### config.mk
export PLATFORM = sky130hd
export DESIGN_NAME = td4_ctrl_seq_flat
export DESIGN_NICKNAME = d
export VERILOG_FILES = /design/src/rtl/td4_ctrl_seq_if.sv /design/src/rtl/td4_ctrl_seq.sv /design/src/flat_wrapper.sv
export SDC_FILE = /design/constraint.sdc
export NUM_CORES = 1
export LEC_CHECK = 0
export ABC_AREA = 1
export CAP_MARGIN = 20
export CORE_AREA = 2 2 39 41
export DETAILED_ROUTE_END_ITERATION = 6
export DIE_AREA = 0 0 41 43
export GPL_ROUTABILITY_DRIVEN = 0
export HOLD_SLACK_MARGIN = 0.02
export SLEW_MARGIN = 20
export SYNTH_ARGS = -nofsm -noshare
export SYNTH_HDL_FRONTEND = slang
export SYNTH_SLANG_ARGS = --single-unit
### constraint.sdc
create_clock -name CLK -period 1.4 [get_ports CLK]
set_input_delay 0.14 -clock CLK [delete_from_list [all_inputs] [get_ports CLK]]
set_output_delay 0.14 -clock CLK [all_outputs]
set_load 0.01 [all_outputs]
### src/rtl/td4_ctrl_seq_if.sv
// Control bus between the TD4 sequencer and the ROM/PC, ALU, register file and IO ports.
interface td4_ctrl_seq_if;
  logic [3:0] op;
  logic       alu_carry;
  logic       alu_zero;
  logic       in_valid;
  logic       in_ready;
  logic       out_valid;
  logic       out_ready;
  logic [3:0] load;
  logic [1:0] select;
  logic       pc_inc;
  logic       carry_flag;
  logic       zero_flag;
  logic       halted;
  logic       io_err;

  // Sequencer side.
  modport master (
    input  op, alu_carry, alu_zero, in_valid, out_ready,
    output in_ready, out_valid, load, select, pc_inc,
    output carry_flag, zero_flag, halted, io_err
  );

  // Datapath / IO side.
  modport slave (
    output op, alu_carry, alu_zero, in_valid, out_ready,
    input  in_ready, out_valid, load, select, pc_inc,
    input  carry_flag, zero_flag, halted, io_err
  );
endinterface

### src/rtl/td4_ctrl_seq.sv
// TD4 control sequencer: opcode decode, carry/zero flags, IN/OUT handshakes
// with optional timeout, JZ and HALT.
module td4_ctrl_seq #(
  parameter bit          HANDSHAKE_EN = 1'b1,
  parameter int unsigned TIMEOUT      = 0,
  parameter int unsigned TIMEOUT_W    = 8,
  parameter bit          JZ_EN        = 1'b1,
  parameter bit          HALT_EN      = 1'b1
) (
  input logic            CLK,
  input logic            N_RESET,
  td4_ctrl_seq_if.master bus
);

  typedef enum logic [1:0] {S_RUN, S_WAIT_IO, S_HALT} state_t;

  // Stall limit compared against the incremented wait count; TIMEOUT=1 times
  // out on the first wait cycle.
  localparam int unsigned TO_LIM = (TIMEOUT > 1) ? TIMEOUT - 1 : 1;

  state_t               state_q, state_d;
  logic [TIMEOUT_W-1:0] cnt_q, cnt_d;
  logic                 carry_q, carry_d;
  logic                 zero_q, zero_d;
  logic                 err_q, err_d;

  logic [3:0]           ld_dec;
  logic [1:0]           sel_dec;
  logic                 is_in, is_out, is_nop, is_halt;
  logic [TIMEOUT_W:0]   cnt_inc;
  logic                 to_hit, hs_ok;

  logic [3:0]           load_c;
  logic [1:0]           select_c;
  logic                 pc_inc_c, in_ready_c, out_valid_c;

  assign cnt_inc = {1'b0, cnt_q} + 1'b1;
  assign to_hit  = (TIMEOUT != 0) && (cnt_inc >= (TIMEOUT_W+1)'(TO_LIM));

  // Opcode decode: load target, ALU source and instruction class.
  always_comb begin
    // NOTE: every output of a combinational block gets a default first, so no path can infer a latch.
    ld_dec  = 4'b0000;
    sel_dec = 2'b11;
    is_in   = 1'b0;
    is_out  = 1'b0;
    is_nop  = 1'b0;
    is_halt = 1'b0;
    unique case (bus.op)
      4'b0000: begin ld_dec = 4'b0001; sel_dec = 2'b00; end
      4'b0101: begin ld_dec = 4'b0010; sel_dec = 2'b01; end
      4'b0011: begin ld_dec = 4'b0001; sel_dec = 2'b11; end
      4'b0111: begin ld_dec = 4'b0010; sel_dec = 2'b11; end
      4'b0001: begin ld_dec = 4'b0001; sel_dec = 2'b01; end
      4'b0100: begin ld_dec = 4'b0010; sel_dec = 2'b00; end
      4'b0010: begin ld_dec = 4'b0001; sel_dec = 2'b10; is_in  = 1'b1; end
      4'b0110: begin ld_dec = 4'b0010; sel_dec = 2'b10; is_in  = 1'b1; end
      4'b1001: begin ld_dec = 4'b0100; sel_dec = 2'b01; is_out = 1'b1; end
      4'b1011: begin ld_dec = 4'b0100; sel_dec = 2'b11; is_out = 1'b1; end
      4'b1111: ld_dec = 4'b1000;
      4'b1110: ld_dec = {~carry_q, 3'b000};
      4'b1010: begin
        if (JZ_EN) ld_dec = {zero_q, 3'b000};
        else       is_nop = 1'b1;
      end
      4'b1000: begin
        if (HALT_EN) is_halt = 1'b1;
        else         is_nop  = 1'b1;
      end
      default: is_nop = 1'b1;
    endcase
  end

  // Handshake completion for the current opcode; non-IO ops never wait.
  always_comb begin
    hs_ok = 1'b1;
    if (HANDSHAKE_EN) begin
      if (is_in)       hs_ok = bus.in_valid;
      else if (is_out) hs_ok = bus.out_ready;
    end
  end

  // Next state, flag updates and strobes.
  always_comb begin
    state_d     = state_q;
    cnt_d       = cnt_q;
    carry_d     = carry_q;
    zero_d      = zero_q;
    err_d       = err_q;
    load_c      = 4'b0000;
    select_c    = 2'b00;
    pc_inc_c    = 1'b0;
    in_ready_c  = 1'b0;
    out_valid_c = 1'b0;
    unique case (state_q)
      S_RUN, S_WAIT_IO: begin
        select_c    = sel_dec;
        in_ready_c  = is_in;
        out_valid_c = is_out;
        if (is_halt) begin
          state_d = S_HALT;
        end else if (hs_ok) begin
          load_c   = ld_dec;
          pc_inc_c = ~ld_dec[3];
          state_d  = S_RUN;
          if (!is_nop) begin
            carry_d = bus.alu_carry;
            zero_d  = bus.alu_zero;
          end
        end else if (state_q == S_RUN) begin
          state_d = S_WAIT_IO;
          cnt_d   = '0;
        end else if (to_hit) begin
          pc_inc_c = 1'b1;
          err_d    = 1'b1;
          state_d  = S_RUN;
        end else begin
          cnt_d = cnt_inc[TIMEOUT_W-1:0];
        end
      end
      default: ;
    endcase
    // Reset silences every strobe immediately, not just at the next edge.
    if (!N_RESET) begin
      load_c      = 4'b0000;
      select_c    = 2'b00;
      pc_inc_c    = 1'b0;
      in_ready_c  = 1'b0;
      out_valid_c = 1'b0;
    end
  end

  // State, wait counter and flag registers.
  always_ff @(posedge CLK or negedge N_RESET) begin
    if (!N_RESET) begin
      state_q <= S_RUN;
      cnt_q   <= '0;
      carry_q <= 1'b0;
      zero_q  <= 1'b0;
      err_q   <= 1'b0;
    end else begin
      // NOTE: non-blocking assignments in clocked blocks, so every register samples pre-edge values.
      state_q <= state_d;
      cnt_q   <= cnt_d;
      carry_q <= carry_d;
      zero_q  <= zero_d;
      err_q   <= err_d;
    end
  end

  assign bus.load       = load_c;
  assign bus.select     = select_c;
  assign bus.pc_inc     = pc_inc_c;
  assign bus.in_ready   = in_ready_c;
  assign bus.out_valid  = out_valid_c;
  assign bus.carry_flag = carry_q;
  assign bus.zero_flag  = zero_q;
  assign bus.io_err     = err_q;
  assign bus.halted     = (state_q == S_HALT);

endmodule

### src/flat_wrapper.sv
// flat-port wrapper written by rule: the top's interface ports become plain ports
module td4_ctrl_seq_flat 
#(
  parameter bit          HANDSHAKE_EN = 1'b1,
  parameter int unsigned TIMEOUT      = 0,
  parameter int unsigned TIMEOUT_W    = 8,
  parameter bit          JZ_EN        = 1'b1,
  parameter bit          HALT_EN      = 1'b1
)
  (CLK, N_RESET, bus_op, bus_alu_carry, bus_alu_zero, bus_in_valid, bus_out_ready, bus_in_ready, bus_out_valid, bus_load, bus_select, bus_pc_inc, bus_carry_flag, bus_zero_flag, bus_halted, bus_io_err);
  td4_ctrl_seq_if bus_i ();
  input logic CLK;
  input logic N_RESET;
  input wire logic [$bits(bus_i.op)-1:0] bus_op;
  input wire logic [$bits(bus_i.alu_carry)-1:0] bus_alu_carry;
  input wire logic [$bits(bus_i.alu_zero)-1:0] bus_alu_zero;
  input wire logic [$bits(bus_i.in_valid)-1:0] bus_in_valid;
  input wire logic [$bits(bus_i.out_ready)-1:0] bus_out_ready;
  output wire logic [$bits(bus_i.in_ready)-1:0] bus_in_ready;
  output wire logic [$bits(bus_i.out_valid)-1:0] bus_out_valid;
  output wire logic [$bits(bus_i.load)-1:0] bus_load;
  output wire logic [$bits(bus_i.select)-1:0] bus_select;
  output wire logic [$bits(bus_i.pc_inc)-1:0] bus_pc_inc;
  output wire logic [$bits(bus_i.carry_flag)-1:0] bus_carry_flag;
  output wire logic [$bits(bus_i.zero_flag)-1:0] bus_zero_flag;
  output wire logic [$bits(bus_i.halted)-1:0] bus_halted;
  output wire logic [$bits(bus_i.io_err)-1:0] bus_io_err;
  assign bus_i.op = bus_op;
  assign bus_i.alu_carry = bus_alu_carry;
  assign bus_i.alu_zero = bus_alu_zero;
  assign bus_i.in_valid = bus_in_valid;
  assign bus_i.out_ready = bus_out_ready;
  assign bus_in_ready = bus_i.in_ready;
  assign bus_out_valid = bus_i.out_valid;
  assign bus_load = bus_i.load;
  assign bus_select = bus_i.select;
  assign bus_pc_inc = bus_i.pc_inc;
  assign bus_carry_flag = bus_i.carry_flag;
  assign bus_zero_flag = bus_i.zero_flag;
  assign bus_halted = bus_i.halted;
  assign bus_io_err = bus_i.io_err;
  td4_ctrl_seq #(.HANDSHAKE_EN(HANDSHAKE_EN), .TIMEOUT(TIMEOUT), .TIMEOUT_W(TIMEOUT_W), .JZ_EN(JZ_EN), .HALT_EN(HALT_EN)) u_core (.CLK(CLK), .N_RESET(N_RESET), .bus(bus_i));
endmodule
==> impl_metrics.json <==
{
  "status": "finished clean",
  "syn_inst": 59,
  "numClockSinks": 4,
  "pre_cts_slack_ps": -568.5,
  "synth_mux_area_share_pct": 0,
  "core_area_um2": 1384,
  "tritoncts": "done",
  "hpwl_um": 849.4,
  "drtPass1Iterations": 2,
  "path_class": "reg -> out",
  "dieWidth_um": 41,
  "timing.final.crit_share_pct": 94.69,
  "synth_compound_area_share_pct": 4.823,
  "grt_setup_unrepaired": "false",
  "grt_antenna_before_repair": 0,
  "maxCapViolCount": 0,
  "cp.required_ps": 1260,
  "hp-class": "in -> async",
  "timing.final.ws_setup_ps": 74.37,
  "critPathMaxFanout": 2,
  "groute.usage.overall_pct": 13.81,
  "p_per_area_nw_per_um2": 479.5,
  "fin_crit_ps": 1326,
  "htreeDepth": 1,
  "port_buffers": 21,
  "fp.dieH_um": 43,
  "ios": 23,
  "ys_warn_count": 0,
  "fill_cells": 139,
  "critical-path-slowest-cell": "dfrtp_1",
  "yosys.area_share.simple_pct": 56.59,
  "drive_gt1_share_pct": 49.48,
  "synth_xor_area_share_pct": 0,
  "ys_types": 18,
  "finalNetCount": 109,
  "core.rowCount": 14,
  "crit_path_cell_trace": "nor2_2 > buf_4 > nand3_2 > nor2_2 > buf_2",
  "cp_data_arrival_time_ps": 1190,
  "antenna-diode-count": 0,
  "cpPeakStageDelay_ps": 380,
  "initial_utilization_pct": 28.12,
  "clkSlewWorstSetupHoldPaths_ps": 40,
  "routed-via-count": 463,
  "synth_most_common_cell": "nand2_1",
  "fin_tns_setup_ps": 0,
  "finalMaxSlewViolations": 0,
  "grt_pass1_wl_um": 1649,
  "clockBufferDepth": 2,
  "startpoint_type": "flop",
  "ys.flop_type": "dfrtp_1",
  "synth.top_cells.by_area": "dfrtp_1 (26%), nand2_1 (11%), nor2_1 (9.6%)",
  "netlist_area_um2": 389.1,
  "seq_area_um2": 100.1,
  "drtIter0Drc": 1,
  "async_flop_share_pct": 100.0,
  "layout.cells.non_filler": 113,
  "synth_edf_count": 0,
  "grt_max_degree": 7,
  "die-area_um2": 1763,
  "multiInputGateArea_um2": 255.2,
  "synth_largest_area_cell": "dfrtp_1",
  "grt_overflow_total": 0,
  "vdd_drop_max_uv": 398.2,
  "synthDominantCellAreaShare_pct": 25.72,
  "final_area_um2": 724.4,
  "clock.fmax_ghz": 0.7544,
  "synth-seq-cells": 4,
  "cp_num_buf_inv": 2,
  "cp_common_cell": "nor2_2",
  "total_leakage_power_uw": 0.0004256,
  "drt_wl_total_um": 1018,
  "netlist_top_cells_count": "nand2_1 (11), nor2_1 (10), inv_1 (7)",
  "root_buffer": "clkbuf_4",
  "yosysSeqAreaShare_pct": 25.72,
  "end_kind": "output port",
  "dp.cells": 109,
  "hold_viol": 0,
  "drc_errors": 0,
  "syn_to_final_growth_pct": 86.17,
  "avgSynthCellArea_um2": 6.595,
  "synth_top_family_by_area": "simple AND/OR/NAND/NOR gates",
  "r2r_setup_slack_ps": 360,
  "routedWlPerCell_um": 9.009,
  "grt_pass1_vias": 425,
  "viasPerCell": 4.097,
  "fin_worst_skew_ps": 2.593,
  "ant_nets": 0,
  "synthAdderAreaFrac_pct": 0,
  "dpl-instance-area_um2": 716.9,
  "worstSkewPairLatency_ps": 230,
  "cts-buffers-inserted": 3,
  "critical_path.top_delay_family": "flip-flops",
  "syn_nets": 69,
  "setup_violations": 0
}
[state kept, by name, indices dropped and copies added, names as in the netlist]
register / cells
u_core.state_q: 2
u_core.bus.carry_flag: 1
u_core.bus.zero_flag: 1
[per-layer routing]
layer	global-route usage, %	share of wire (%)	up-vias	routed length, um
li1	-	-	256	-
met1	16.29	38	192	390
met2	22.19	54	15	554
met3	2.094	7.1	0	72
met4	8.000	0	0	0
met5	0	0	-	0
[worst min-delay path, cell delays in order]
cell and delay (ps):
dlymetal6s2s_1 100, buf_4 120, dlygate4sd3_1 650
[cells by family after synthesis]
group / count (synthesis)
flip-flops: 4
other: 1
buffers and inverters: 11
AO/OA/AOI/OAI: 3
AND/OR/NAND/NOR: 40
[worst paths after layout]
| path | start | end | cells past startpoint |
|---|---|---|---|
| min in group CLK | bus_op[1] | u_core.state_q[1]$_DFFE_PN0P_ | 6 |
| worst max-delay path | u_core.state_q[1]$_DFFE_PN0P_ | bus_load[3] | 5 |
| worst min-delay path | N_RESET | u_core.state_q[1]$_DFFE_PN0P_ | 3 |
| max in group asynchronous | N_RESET | u_core.bus.zero_flag$_DFFE_PN0P_ | 3 |
| worst min register to register | u_core.state_q[0]$_DFFE_PN0P_ | u_core.state_q[0]$_DFFE_PN0P_ | 2 |
| worst max register to register | u_core.state_q[1]$_DFFE_PN0P_ | u_core.bus.zero_flag$_DFFE_PN0P_ | 6 |
[stage by stage]
stage | power [uW] | hold slack (ps) | utilization, %
3_5_place_dp | 206.8 | 461.3 | 51.81
3_3_place_gp | 206.2 | 452.4 | 51.81
5_1_grt | 375.2 | 443.5 | 52.35
2_1_floorplan | 151.1 | -155.6 | -
6_report | 347.4 | 420.5 | 52.35
4_1_cts | 358.2 | 205.0 | 51.27
[area by class of cell]
type / count / share of cell area, %
Tap cell: 16 / 2.763
Sequential cell: 4 / 13.82
Multi-Input combinational cell: 44 / 35.23
Inverter: 10 / 5.354
Clock buffer: 3 / 3.109
Timing Repair Buffer: 36 / 39.72
[what timing repair did]
item	CTS	global route
setup endpoints to repair	10	9
endpoints found under the hold margin	0	4
pin swaps	0	4
gates cloned	0	0
hold buffers	0	1
buffers inserted	0	0
resized for setup	42	9
[cell usage in the layout (no fill, tap or decap)]
master            n
dlygate4sd3_1     1
nor2_8            1
conb_1            1
o21ai_0           1
nand3_1           6
clkbuf_4          3
nand2_1           9
dlygate4sd2_1     4
clkdlybuf4s50_1   3
a21oi_2           1
nor2_4            2
clkinv_2          1
nand2_2           5
a21oi_1           1
nor2_1            7
buf_4            14
dlymetal6s2s_1    5
dfrtp_1           4
nor2_2            7
buf_2             9
inv_1             6
inv_2             3
nand3_2           2
nor3_1            1
[report_power, final]
group	total [uW]	leakage, uW	switching, uW	internal (uW)
clock	143	0.0000138	47.5	95.9
combinational	87.7	0.000366	42.6	45.1
sequential	116	0.0000455	0	116
total	347	0.000426	90.1	257
Power figures use the tool's default switching activity.
